--- src/rtl/encrypt_pipe_core_if.sv ---
// Byte-stream bus for the encrypt pipe: input byte with valid strobe,
// encrypted byte with valid strobe. No backpressure in either direction.
interface encrypt_pipe_core_if;
  logic       en;
  logic [7:0] din;
  logic       v;
  logic [7:0] dout;

  modport master (output en, din, input v, dout);
  modport slave  (input en, din, output v, dout);
endinterface

--- src/rtl/encrypt_pipe_core.sv ---
// Three-stage encrypt pipe: classify, Caesar-shift alphabetic bytes, XOR with a
// key that optionally rotates k1->k2->k3 every rot_freq valid bytes.
module encrypt_pipe_core (
  input  logic                       clk,
  input  logic                       rst,
  encrypt_pipe_core_if.slave         bus,
  input  logic [7:0]                 k1,
  input  logic [7:0]                 k2,
  input  logic [7:0]                 k3,
  input  logic [2:0]                 rot_freq,
  input  logic                       shift_en,
  input  logic [3:0]                 shift_amt,
  input  logic                       mode
);

  typedef enum logic [1:0] {KEY1, KEY2, KEY3} key_state_t;

  logic       s1_valid, s1_alpha, s1_lower;
  logic [7:0] s1_byte;
  logic [4:0] s1_offset;
  logic       s2_valid;
  logic [7:0] s2_byte;
  logic       s3_valid;
  logic [7:0] s3_byte;

  logic       in_upper, in_lower;
  logic [4:0] in_offset;
  logic [5:0] s2_sum, s2_wrap;
  logic [7:0] s2_shifted;

  key_state_t key_state, key_next;
  logic [2:0] cnt, cnt_next, cnt_inc;
  logic       key_rotating;
  logic [7:0] key_sel;

  // 'A' and 'a' both have low five bits 5'b00001, so the offset needs no base subtraction.
  always_comb begin
    in_upper  = (bus.din >= 8'h41) && (bus.din <= 8'h5A);
    in_lower  = (bus.din >= 8'h61) && (bus.din <= 8'h7A);
    in_offset = bus.din[4:0] - 5'd1;
  end

  always_ff @(posedge clk or posedge rst) begin
    if (rst) begin
      s1_valid  <= 1'b0;
      s1_alpha  <= 1'b0;
      s1_lower  <= 1'b0;
      s1_byte   <= 8'h00;
      s1_offset <= 5'd0;
    end else begin
      s1_valid  <= bus.en;
      s1_alpha  <= in_upper || in_lower;
      s1_lower  <= in_lower;
      s1_byte   <= bus.din;
      s1_offset <= in_offset;
    end
  end

  // Six-bit sum: offset 25 plus shift 15 reaches 40, which would alias in five bits.
  always_comb begin
    s2_sum     = {1'b0, s1_offset} + {2'b00, shift_amt};
    s2_wrap    = (s2_sum >= 6'd26) ? (s2_sum - 6'd26) : s2_sum;
    s2_shifted = (s1_lower ? 8'h61 : 8'h41) + {2'b00, s2_wrap};
  end

  always_ff @(posedge clk or posedge rst) begin
    if (rst) begin
      s2_valid <= 1'b0;
      s2_byte  <= 8'h00;
      s3_valid <= 1'b0;
      s3_byte  <= 8'h00;
    end else begin
      s2_valid <= s1_valid;
      s2_byte  <= (shift_en && s1_alpha) ? s2_shifted : s1_byte;
      s3_valid <= s2_valid;
      s3_byte  <= s2_byte;
    end
  end

  always_comb begin
    key_rotating = mode && (rot_freq != 3'd0);
    cnt_inc      = cnt + 3'd1;
    key_sel      = k1;
    if (key_rotating) begin
      case (key_state)
        KEY2:    key_sel = k2;
        KEY3:    key_sel = k3;
        default: key_sel = k1;
      endcase
    end
  end

  // Only valid bytes advance the key; bubbles leave count and key untouched.
  always_comb begin
    key_next = key_state;
    cnt_next = cnt;
    if (s3_valid && key_rotating) begin
      if (cnt_inc == rot_freq) begin
        cnt_next = 3'd0;
        case (key_state)
          KEY1:    key_next = KEY2;
          KEY2:    key_next = KEY3;
          default: key_next = KEY1;
        endcase
      end else begin
        cnt_next = cnt_inc;
      end
    end
  end

  always_ff @(posedge clk or posedge rst) begin
    if (rst) begin
      key_state <= KEY1;
      cnt       <= 3'd0;
    end else begin
      key_state <= key_next;
      cnt       <= cnt_next;
    end
  end

  always_ff @(posedge clk or posedge rst) begin
    if (rst) begin
      bus.v    <= 1'b0;
      bus.dout <= 8'h00;
    end else begin
      bus.v <= s3_valid;
      if (s3_valid) begin
        bus.dout <= s3_byte ^ key_sel;
      end
    end
  end

endmodule
--- src/flat_wrapper.sv ---
// flat-port wrapper written by rule: the top's interface ports become plain ports
module encrypt_pipe_core_flat 
  (clk, rst, k1, k2, k3, rot_freq, shift_en, shift_amt, mode, bus_en, bus_din, bus_v, bus_dout);
  encrypt_pipe_core_if bus_i ();
  input  logic clk;
  input  logic rst;
  input  logic [7:0] k1;
  input  logic [7:0] k2;
  input  logic [7:0] k3;
  input  logic [2:0] rot_freq;
  input  logic shift_en;
  input  logic [3:0] shift_amt;
  input  logic mode;
  input wire logic [$bits(bus_i.en)-1:0] bus_en;
  input wire logic [$bits(bus_i.din)-1:0] bus_din;
  output wire logic [$bits(bus_i.v)-1:0] bus_v;
  output wire logic [$bits(bus_i.dout)-1:0] bus_dout;
  assign bus_i.en = bus_en;
  assign bus_i.din = bus_din;
  assign bus_v = bus_i.v;
  assign bus_dout = bus_i.dout;
  encrypt_pipe_core u_core (.clk(clk), .rst(rst), .bus(bus_i), .k1(k1), .k2(k2), .k3(k3), .rot_freq(rot_freq), .shift_en(shift_en), .shift_amt(shift_amt), .mode(mode));
endmodule
--- config.mk ---
export PLATFORM = sky130hd
export DESIGN_NAME = encrypt_pipe_core_flat
export DESIGN_NICKNAME = d
export VERILOG_FILES = /design/src/rtl/encrypt_pipe_core_if.sv /design/src/rtl/encrypt_pipe_core.sv /design/src/flat_wrapper.sv
export SDC_FILE = /design/constraint.sdc
export NUM_CORES = 1
export LEC_CHECK = 0
export ABC_AREA = 1
export CORE_ASPECT_RATIO = 1.25
export CORE_MARGIN = 2
export CORE_UTILIZATION = 55
export DETAILED_ROUTE_END_ITERATION = 6
export HOLD_SLACK_MARGIN = 0.1
export PLACE_DENSITY_LB_ADDON = 0.15
export SKIP_CTS_REPAIR_TIMING = 1
export SLEW_MARGIN = 20
export SYNTH_ARGS = -nofsm -noshare
export SYNTH_HDL_FRONTEND = slang
export SYNTH_SLANG_ARGS = --single-unit
export TNS_END_PERCENT = 30
--- constraint.sdc ---
create_clock -name clk -period 6.8 [get_ports clk]
set_clock_uncertainty 0.1 [all_clocks]
set_input_delay 0.68 -clock clk [delete_from_list [all_inputs] [get_ports clk]]
set_output_delay 0.68 -clock clk [all_outputs]
set_load 0.03 [all_outputs]
==> results.md, run 1 <==
- Average wire length per cell after detail routing: 11.2 microns
- Pin count of the biggest net entering global routing: 49
- Result of the run: finished clean
- Dpl hpwl: 3410 microns
- Actual slew at the worst max-slew pin: 920 ps
- Clock buffer depth: 2
- Top achievable clock speed: 326 MHz
- Sequential fraction of the synthesis area: 48.0%
- Cell at the root of the clock tree: sky130_fd_sc_hd__clkbuf_8
- Count of TritonRoute iterations in the first routing pass: 4
- Post-synthesis net count: 333
- Area added between synthesis and finish: 26.4%
- Type of the worst setup path: in2reg
- Reg clk slew, reported paths: 80 ps
- Share of the clock period used by the worst path after layout: 45.1%
- H-tree levels: 2
- Fin. Hold Viols: 0
- Power density normalized to cell area: 287 mW/mm^2
- Most common cell in the synthesized netlist: sky130_fd_sc_hd__nand2_1
- Cell area after synthesis: 0.00250 sq mm
- Count of fill cells added during filler insertion: 330
- Sink count of the clock tree: 48
- Total power: 0.907 mW
- Ys flop type: sky130_fd_sc_hd__dfrtp_1
- Ant. Diodes: 0
- Seq. cell area: 0.00120 sq mm
- Weighted congestion at the end of routability-driven global placement: 0.784
- Sort of element at the start of the critical path: input pin
- Number of DRC violations after detailed routing: 0
- Die boundary width: 64.4 microns
- Main area contributors after synthesis: sky130_fd_sc_hd__dfrtp_1 48%, sky130_fd_sc_hd__nand2_1 9.0%, sky130_fd_sc_hd__ha_1 7.5%
- Synthesized area per cell: 9.18 sq um
- Effective utilization at floorplan: 57.0%
- Final worst-path setup slack: 3730 ps
- DRC violation total after the first TritonRoute iteration: 58
- Vertical extent of the die: 79.5 microns
- Top post-synthesis cells by count: 60 x sky130_fd_sc_hd__nand2_1, 48 x sky130_fd_sc_hd__dfrtp_1, 35 x sky130_fd_sc_hd__inv_1
- Combined area of the multi-input logic cells: 0.00114 sq mm
- Floorplan Core Area: 0.00439 sq mm
- Via count of the first global-routing pass: 1869
- Vias per cell: 4.92
- Endpoint kind of the worst setup timing path: register
- Core Rows: 27
- Count of state elements after synthesis: 48
- Die outline area: 0.00511 sq mm
- Accumulated negative setup slack: 0 ps
- GR Overflow Total: 0
- Setup repair after global routing missed its margin: false
- Max IR drop VDD: 123 uV
- Unique cell type count in the Yosys netlist: 31
- Dominant cell type by area after synthesis: sky130_fd_sc_hd__dfrtp_1
- Worst hold-check path type: reg2reg
- Worst setup slack after placement: 3420 ps
- Number of enable-type register cells in the synthesized netlist: 0
- Number of setup violations in the final report: 0
- Critical Path Fanout Max: 6
- CP Data Arrival Time: 3150 ps
- Antenna violations before repair: 0
- Worst slew slack as a fraction of its limit: 38.6%
- Total CTS buffers: 5
- Antenna-violating nets left: 0
- CTS tree: done
- Asr flop ratio synth: 100%
- Worst-skew pair later-pin latency: 290 ps
- WP data required: 6880 ps
- Leakage power: 1.55 nW
- Layout cell share with drive strength beyond 1: 8.28%
- Number of port buffers: 52
- Proportion of netlist area held by the largest area contributor: 48.0%
- Minimum clock period after layout: 3070 ps
- Detailed-route via count: 1890
- Net count reported at finish: 386
- Slew Viols, Final: 0
- Maximum Capacitance Violations: 0
- Total routing resource utilization after global routing: 19.4%
- Number of warnings issued by yosys: 0
- Top Ports: 53
- First-pass GRT wire length: 7730 microns
- Post-Synthesis Cells: 273
- Detailed-route wire length: 4290 microns
-- final cells by class --
class,instances,share of cell area [%]
inverters,38,4.51
well taps,58,2.29
clock inverters,1,0.277
clock buffers,6,2.61
flip-flops and latches,48,37.9
multi-input cells,181,35.9
repair buffers,52,16.4
-- state kept, by name, summed over array words and instances, names as in the netlist --
name and cells:
u_core.bus.dout 8, u_core.s1_byte 8, u_core.s2_byte 8, u_core.s3_byte 8, u_core.s1_offset 5, u_core.cnt 3, u_core.key_state 2, u_core.bus.v 1
u_core.s1_alpha 1, u_core.s1_lower 1, u_core.s1_valid 1, u_core.s2_valid 1, u_core.s3_valid 1
-- report_power, final --
group / internal, mW / switching [mW] / total [mW]
Sequential: 0.333 / 0.0242 / 0.358
Clock: 0.0810 / 0.0864 / 0.167
Combinational: 0.163 / 0.219 / 0.382
-- routing by layer --
metal	part of all wire, %	routed length [microns]	GRT usage, %	vias up
met4	1.9	82	8.72	0
met1	40	1710	19.8	850
met2	52	2210	36.5	47
li1	-	-	-	985
met3	6.6	281	5.22	8
met5	0	0	0	-
-- worst paths after layout --
kind,end,start,cells after the start,slack (ps)
setup / recovery,u_core.s2_byte[6]$_DFF_PP0_,shift_amt[0],18,3730
hold / removal,u_core.s3_byte[6]$_DFF_PP0_,u_core.s2_byte[6]$_DFF_PP0_,0,250
setup reg to reg,u_core.s2_byte[6]$_DFF_PP0_,u_core.s1_offset[0]$_DFF_PP0_,17,4260
hold reg to reg,u_core.s3_byte[6]$_DFF_PP0_,u_core.s2_byte[6]$_DFF_PP0_,0,250
max in group asynchronous,u_core.s3_valid$_DFF_PP0_,rst,2,5220
min in group asynchronous,u_core.key_state[1]$_DFFE_PP0P_,rst,2,800
-- per-stage QoR --
step	utilization [%]	cell area, sq um	cells	hold slack (ps)
after floorplan	-	2500	273	231
after global placement	70.0	3070	377	231
after detailed placement	70.0	3070	377	235
after CTS	72.1	3170	384	253
after global routing	72.1	3170	384	260
final	72.1	3170	384	252
-- worst max-delay path, cell delays in order --
cell and delay, ps:
sky130_fd_sc_hd__clkdlybuf4s50_1 460, sky130_fd_sc_hd__ha_1 160, sky130_fd_sc_hd__inv_1 50, sky130_fd_sc_hd__fa_1 420
sky130_fd_sc_hd__inv_1 90, sky130_fd_sc_hd__nand2_1 50, sky130_fd_sc_hd__nand2_1 60, sky130_fd_sc_hd__nand3_1 60
sky130_fd_sc_hd__nand2_1 120, sky130_fd_sc_hd__nand3_4 120, sky130_fd_sc_hd__nand3_1 130, sky130_fd_sc_hd__and2_1 140
sky130_fd_sc_hd__ha_1 150, sky130_fd_sc_hd__inv_1 70, sky130_fd_sc_hd__nor2_4 130, sky130_fd_sc_hd__nand3_2 80
sky130_fd_sc_hd__o21ai_1 120, sky130_fd_sc_hd__nand2_1 60
-- layout by cell type, fill, tap and decap left out, drive strengths merged, types with 2 or more instances in the layout --
master,n
nand2,67
clkdlybuf4s50,52
dfrtp,48
inv,38
o21ai,30
nand3,23
ha,15
xor2,13
a22o,8
nor2,7
clkbuf,6
a21oi,5
xnor2,3
o31ai,2
-- cell families (layout without fill, tap and decap cells) --
| logic type | Yosys count | after routing | share of synthesized area (%) |
|---|---|---|---|
| AO/OA/AOI/OAI | 47 | 47 | 11.3 |
| adder cells (fa/ha/maj) | 16 | 16 | 8.29 |
| flip-flops | 48 | 48 | 48.0 |
| AND/OR/NAND/NOR | 102 | 102 | 19.9 |
| buffers and inverters | 44 | 97 | 6.64 |
| XOR/XNOR | 16 | 16 | 5.89 |
(Power assumes the default switching activity.)
==> run 2: changes to the inputs <==
CORE_UTILIZATION = 51   (was 55)
clock period = 3.17 ns   (was 6.8 ns; I/O delays follow)
==> run 2 against run 1 <==
Core utilization down 4.6 points. Register-to-register slack worse by 3700 ps. Sequential power up 110%. Final cell count up 0.78%. Count of clock-buffer cells in the layout down 1. Via count up 0.21%. Setup slack worse by 3300 ps. Highest routed layer unchanged.
==> results.md, run 2 (synthesized netlist as in run 1, its figures left out) <==
- Result of the run: finished clean (unchanged)
- Clock buffer depth: 2 (unchanged)
- Sink count of the clock tree: 48 (unchanged)
- Antenna-violating nets left: 0 (unchanged)
- First-pass GRT wire length: 7600 microns (was 7730 microns)
- Via count of the first global-routing pass: 1827 (was 1869)
- Pin count of the biggest net entering global routing: 49 (unchanged)
- Count of TritonRoute iterations in the first routing pass: 4 (unchanged)
- HP Start: u_core.s2_byte[0]$_DFF_PP0_ (was u_core.s2_byte[6]$_DFF_PP0_)
- Worst hold-check path type: reg2reg (unchanged)
- Sort of element at the start of the critical path: input pin (unchanged)
- Worst setup slack after placement: 113 ps (was 3420 ps)
- Top Ports: 53 (unchanged)
- Ant. Diodes: 0 (unchanged)
- Maximum Capacitance Violations: 0 (unchanged)
- Seq. cell area: 0.00120 sq mm (unchanged)
- DRC violation total after the first TritonRoute iteration: 88 (was 58)
- WP data required: 3270 ps (was 6880 ps)
- Die boundary width: 66.7 microns (was 64.4 microns)
- Total power: 2.04 mW (was 0.907 mW)
- Power density normalized to cell area: 638 mW/mm^2 (was 287 mW/mm^2)
- Post-route worst hold slack: 246 ps (was 252 ps)
- CP Data Arrival Time: 2820 ps (was 3150 ps)
- Vertical extent of the die: 82.4 microns (was 79.5 microns)
- H-tree levels: 2 (unchanged)
- Crit-path max cell delay: 460 ps (about the same)
- Detailed-route wire length: 4440 microns (was 4290 microns)
- Weighted congestion at the end of routability-driven global placement: 0.842 (was 0.784)
- Leakage power: 1.55 nW (about the same)
- Dpl hpwl: 3450 microns (was 3410 microns)
- Detailed-route via count: 1894 (was 1890)
- Slew Viols, Final: 0 (unchanged)
- Core Rows: 28 (was 27)
- Worst slew slack as a fraction of its limit: 48.4% (was 38.6%)
- Leading cell types in the layout, fill and taps excluded: 60 x sky130_fd_sc_hd__nand2_1, 52 x sky130_fd_sc_hd__clkdlybuf4s50_1, 48 x sky130_fd_sc_hd__dfrtp_1, 34 x sky130_fd_sc_hd__inv_1, 21 x sky130_fd_sc_hd__o21ai_0 (unchanged)
- Top achievable clock speed: 367 MHz
- Vias per cell: 4.89 (was 4.92)
- Number of DRC violations after detailed routing: 0 (unchanged)
- Number of port buffers: 52 (unchanged)
- Cell seen most often among critical-path stages: sky130_fd_sc_hd__nand2_1 (unchanged)
- Setup repair after global routing missed its margin: false (unchanged)
- Average wire length per cell after detail routing: 11.5 microns (was 11.2 microns)
- Reg clk slew, reported paths: 90 ps (was 80 ps)
- Layout cell share with drive strength beyond 1: 8.56% (was 8.28%)
- Type of the worst setup path: in2reg (unchanged)
- Area added between synthesis and finish: 27.5% (was 26.4%)
- Max IR drop VDD: 313 uV (was 123 uV)
- Floorplan Core Area: 0.00473 sq mm (was 0.00439 sq mm)
- Share of the clock period used by the worst path after layout: 86.0%
- Cell at the root of the clock tree: sky130_fd_sc_hd__clkbuf_8 (unchanged)
- Commonest non-fill, non-tap cell in the layout: sky130_fd_sc_hd__nand2_1 (unchanged)
- GR Overflow Total: 0 (unchanged)
- Net count reported at finish: 386 (unchanged)
- Worst-skew pair later-pin latency: 300 ps (was 290 ps)
- Endpoint kind of the worst setup timing path: register (unchanged)
- Minimum clock period after layout: 2730 ps
- Cell type of the slowest stage on the worst timing path: sky130_fd_sc_hd__clkdlybuf4s50_1 (unchanged)
- Number of setup violations in the final report: 0 (unchanged)
- Antenna violations before repair: 0 (unchanged)
- Total CTS buffers: 5 (unchanged)
- R2r startpoint: u_core.s1_offset[0]$_DFF_PP0_ (unchanged)
- Final worst-path setup slack: 443 ps (was 3730 ps)
- Combined area of the multi-input logic cells: 0.00114 sq mm (unchanged)
- Start point of the critical path: shift_amt[0] (unchanged)
- Critical Path Fanout Max: 6 (unchanged)
- Actual slew at the worst max-slew pin: 773 ps (was 920 ps)
- CTS tree: done (unchanged)
- Count of fill cells added during filler insertion: 386 (was 330)
- Accumulated negative setup slack: 0 ps (unchanged)
- Fin. Hold Viols: 0 (unchanged)
- Effective utilization at floorplan: 53.0% (was 57.0%)
- Critical path, cell by cell: clkdlybuf4s50_1 -> ha_1 -> inv_1 -> fa_1 -> inv_1 -> nand2_1 -> nand2_1 -> nand3_1 -> nand2_1 -> nand3_4 -> nand3_1 -> and2_1 -> ha_1 -> inv_1 -> nor2_4 -> nand3_2 -> o21ai_1 -> nand2_1 (unchanged)
- Post-route core utilization: 67.5% (was 72.1%)
- Die outline area: 0.00549 sq mm (was 0.00511 sq mm)
- Total routing resource utilization after global routing: 18.4% (was 19.4%)
-- run 2: changes by cell type in the layout (fill, tap and decap cells not counted), sizes merged --
cell | previous run | this run
bufinv | 0 | 1
clkbuf | 6 | 5
clkinvlp | 0 | 1
-- run 2: metrics by stage --
step / cells / area [sq um]
after floorplan: 273 / 2500
after global placement: 379 / 3080
after detailed placement: 379 / 3080
after CTS: 387 / 3190
after global routing: 387 / 3190
final: 387 / 3190
-- run 2: area by class of cell --
type                            count  area share, %
Multi-Input combinational cell    181           35.6
Tap cell                           60           2.35
Timing Repair Buffer               52           16.3
Clock buffer                        5           2.16
Sequential cell                    48           37.6
Inverter                           38           4.51
Clock inverter                      3           1.45
-- run 2: metal layers --
layer,track usage (%),share of wire (%)
met3,4.88,6.4
met1,18.7,40
met2,35.5,52
met4,6.73,1.8
met5,0,0
-- run 2: path summary, 6_finish.rpt --
kind	to	slack, ps	cells after the start
worst max-delay path	u_core.s2_byte[6]$_DFF_PP0_	440	18
worst min-delay path	u_core.s3_byte[0]$_DFF_PP0_	250	0
worst max register to register	u_core.s2_byte[6]$_DFF_PP0_	600	17
worst min register to register	u_core.s3_byte[0]$_DFF_PP0_	250	0
max in group asynchronous	u_core.s1_valid$_DFF_PP0_	2140	2
min in group asynchronous	u_core.bus.dout[2]$_DFFE_PP0P_	350	2
-- run 2: critical path: cells and delay by family --
| kind | cells | cell delay, ps |
|---|---|---|
| adders and majority gates | 3 | 740 |
| buffers and inverters | 4 | 670 |
| and+or+nand+nor | 10 | 960 |
| AOI/OAI and AO/OA | 1 | 130 |
-- run 2: power breakdown --
group	switching, mW	internal (mW)
clock network	0.204	0.237
registers	0.0533	0.715
logic	0.476	0.351
==> run 3: changes to the inputs <==
CELL_PAD_IN_SITES_DETAIL_PLACEMENT = 1   (was unset)
CELL_PAD_IN_SITES_GLOBAL_PLACEMENT = 1   (was unset)
CORE_UTILIZATION = 38   (was 51)
==> run 3 against run 2 <==
Core utilization decreased by 17 points. Fmax is 0.55% lower. Non-clock buffer count grew 2. Final cell count up 7.5%. Critical path depth did not move. Via count grew 4.8%. Sequential power rose by 0.8%. Largest power group unchanged. Die area grew 32%. Count of clock-buffer cells in the layout up 1.
==> results.md, run 3 (synthesized netlist as in run 1, its figures left out) <==
- Result of the run: finished clean (unchanged)
- Critical Path Fanout Max: 6 (unchanged)
- Commonest non-fill, non-tap cell in the layout: sky130_fd_sc_hd__nand2_1 (unchanged)
- Total routing resource utilization after global routing: 16.8% (was 18.4%)
- Core Rows: 33 (was 28)
- Critical path endpoint: u_core.s2_byte[6]$_DFF_PP0_ (unchanged)
- H-tree levels: 2 (unchanged)
- GR Overflow Total: 0 (unchanged)
- Dpl cell area: 0.00313 sq mm (was 0.00308 sq mm)
- Total CTS buffers: 5 (unchanged)
- DRC violation total after the first TritonRoute iteration: 45 (was 88)
- Number of setup violations in the final report: 0 (unchanged)
- Antenna violations before repair: 0 (unchanged)
- Top Ports: 53 (unchanged)
- Sink count of the clock tree: 48 (unchanged)
- Weighted congestion at the end of routability-driven global placement: 0.824 (was 0.842)
- Detailed-route wire length: 5520 microns (was 4440 microns)
- Minimum clock period after layout: 2740 ps (was 2730 ps)
- Net count reported at finish: 388 (was 386)
- Clock buffer depth: 2 (unchanged)
- Slew Viols, Final: 0 (unchanged)
- Power density normalized to cell area: 640 mW/mm^2 (was 638 mW/mm^2)
- WP data required: 3260 ps (was 3270 ps)
- Actual slew at the worst max-slew pin: 633 ps (was 773 ps)
- Vertical extent of the die: 94.8 microns (was 82.4 microns)
- Via count of the first global-routing pass: 2111 (was 1827)
- Number of port buffers: 52 (unchanged)
- Worst hold-check path type: reg2reg (unchanged)
- Accumulated negative setup slack: 0 ps (unchanged)
- R2R setup slack: 590 ps (was 600 ps)
- Die outline area: 0.00726 sq mm (was 0.00549 sq mm)
- RR Endpoint: u_core.s2_byte[6]$_DFF_PP0_ (unchanged)
- Cell at the root of the clock tree: sky130_fd_sc_hd__clkbuf_8 (unchanged)
- Endpoint kind of the worst setup timing path: register (unchanged)
- Worst slew slack as a fraction of its limit: 57.7% (was 48.4%)
- Fin. Hold Viols: 0 (unchanged)
- Count of TritonRoute iterations in the first routing pass: 4 (unchanged)
- Maximum Capacitance Violations: 0 (unchanged)
- Ant. Diodes: 0 (unchanged)
- Type of the worst setup path: in2reg (unchanged)
- Antenna-violating nets left: 0 (unchanged)
- Total power: 2.08 mW (was 2.04 mW)
- Worst setup slack after placement: 96.3 ps (was 113 ps)
- Layout cell share with drive strength beyond 1: 9.12% (was 8.56%)
- Final worst-path setup slack: 428 ps (was 443 ps)
- Top achievable clock speed: 365 MHz (was 367 MHz)
- Worst-skew pair later-pin latency: 300 ps (about the same)
- Reg clk slew, reported paths: 90 ps (about the same)
- Detailed-route via count: 1985 (was 1894)
- HP Start: u_core.s2_byte[0]$_DFF_PP0_ (unchanged)
- Average wire length per cell after detail routing: 13.3 microns (was 11.5 microns)
- CTS tree: done (unchanged)
- Pin count of the biggest net entering global routing: 31 (was 49)
- Post-route worst hold slack: 253 ps (was 246 ps)
- Effective utilization at floorplan: 38.6% (was 53.0%)
- Vias per cell: 4.77 (was 4.89)
- Setup repair after global routing missed its margin: false (unchanged)
- Area added between synthesis and finish: 29.6% (was 27.5%)
- Max IR drop VDD: 263 uV (was 313 uV)
- Leading cell types in the layout, fill and taps excluded: 60 x sky130_fd_sc_hd__nand2_1, 52 x sky130_fd_sc_hd__clkdlybuf4s50_1, 48 x sky130_fd_sc_hd__dfrtp_1, 34 x sky130_fd_sc_hd__inv_1, 21 x sky130_fd_sc_hd__o21ai_0 (unchanged)
- R2r startpoint: u_core.s1_offset[0]$_DFF_PP0_ (unchanged)
- Leakage power: 1.57 nW (was 1.55 nW)
- Design Area, Final: 0.00325 sq mm (was 0.00319 sq mm)
- Start point of the critical path: shift_amt[0] (unchanged)
- Sort of element at the start of the critical path: input pin (unchanged)
- Number of DRC violations after detailed routing: 0 (unchanged)
- Share of the clock period used by the worst path after layout: 86.5% (was 86.0%)
- Floorplan Core Area: 0.00648 sq mm (was 0.00473 sq mm)
- Die boundary width: 76.6 microns (was 66.7 microns)
- Dpl hpwl: 4470 microns (was 3450 microns)
- First-pass GRT wire length: 9600 microns (was 7600 microns)
- CP Data Arrival Time: 2830 ps (was 2820 ps)
- FF-to-FF path depth: 17 (unchanged)
[run 3: cell count changes in the layout (fill, tap and decap cells not counted)]
cell / before / now
sky130_fd_sc_hd__buf_4: 0 / 2
sky130_fd_sc_hd__clkbuf_8: 5 / 6
sky130_fd_sc_hd__clkinv_2: 1 / 0
sky130_fd_sc_hd__clkinv_4: 0 / 1
sky130_fd_sc_hd__clkinvlp_4: 1 / 0
sky130_fd_sc_hd__inv_2: 3 / 4
sky130_fd_sc_hd__inv_6: 1 / 0
[run 3: layout make-up]
type / count / area (sq um)
inverters: 38 / 143
well taps: 87 / 109
fillers: 794 / 3240
flip-flops and latches: 48 / 1200
repair buffers: 54 / 536
multi-input cells: 181 / 1140
clock inverters: 2 / 38.8
clock buffers: 6 / 82.6
[run 3: how the worst min path moves through the flow]
| stage | endpoint | slack [ps] | depth (start not counted) |
|---|---|---|---|
| final | u_core.s3_byte[0]$_DFF_PP0_ | 250 | 0 |
| after global routing | u_core.s3_byte[0]$_DFF_PP0_ | 260 | 0 |
| after CTS | u_core.s3_byte[1]$_DFF_PP0_ | 260 | 0 |
| after detailed placement | u_core.s3_byte[7]$_DFF_PP0_ | 240 | 0 |
| after global placement | u_core.s3_byte[3]$_DFF_PP0_ | 230 | 0 |
| after floorplan | u_core.s2_valid$_DFF_PP0_ | 230 | 0 |
[run 3: stage by stage]
stage | util [%] | instances
after CTS | 50.1 | 416
after global routing | 50.1 | 416
after global placement | 48.2 | 408
after detailed placement | 48.2 | 408
after floorplan | - | 273
final | 50.1 | 416
[run 3: worst max-delay path, cell delays in order]
cell	delay, ps
sky130_fd_sc_hd__clkdlybuf4s50_1	470
sky130_fd_sc_hd__ha_1	160
sky130_fd_sc_hd__inv_1	50
sky130_fd_sc_hd__fa_1	420
sky130_fd_sc_hd__inv_1	100
sky130_fd_sc_hd__nand2_1	60
sky130_fd_sc_hd__nand2_1	60
sky130_fd_sc_hd__nand3_1	60
sky130_fd_sc_hd__nand2_1	120
sky130_fd_sc_hd__nand3_4	120
sky130_fd_sc_hd__nand3_1	120
sky130_fd_sc_hd__and2_1	140
sky130_fd_sc_hd__ha_1	150
sky130_fd_sc_hd__inv_1	70
sky130_fd_sc_hd__nor2_4	140
sky130_fd_sc_hd__nand3_2	80
sky130_fd_sc_hd__o21ai_1	120
sky130_fd_sc_hd__nand2_1	70
[run 3: report_power, final]
part,internal [mW],leakage [nW],total (mW),switching (mW)
registers,0.715,0.572,0.774,0.0585
clock network,0.258,0.0614,0.461,0.203
logic,0.352,0.937,0.841,0.490
total,1.32,1.57,2.08,0.752
[run 3: per-layer routing]
layer  share of wire [%]  track usage, %  vias to the layer above
met4                0.80            5.91                        0
met1                  39            17.6                      949
met2                  55            32.9                       46
met5                   0               0                        -
met3                 5.1            3.63                        4
li1                    -               -                      986
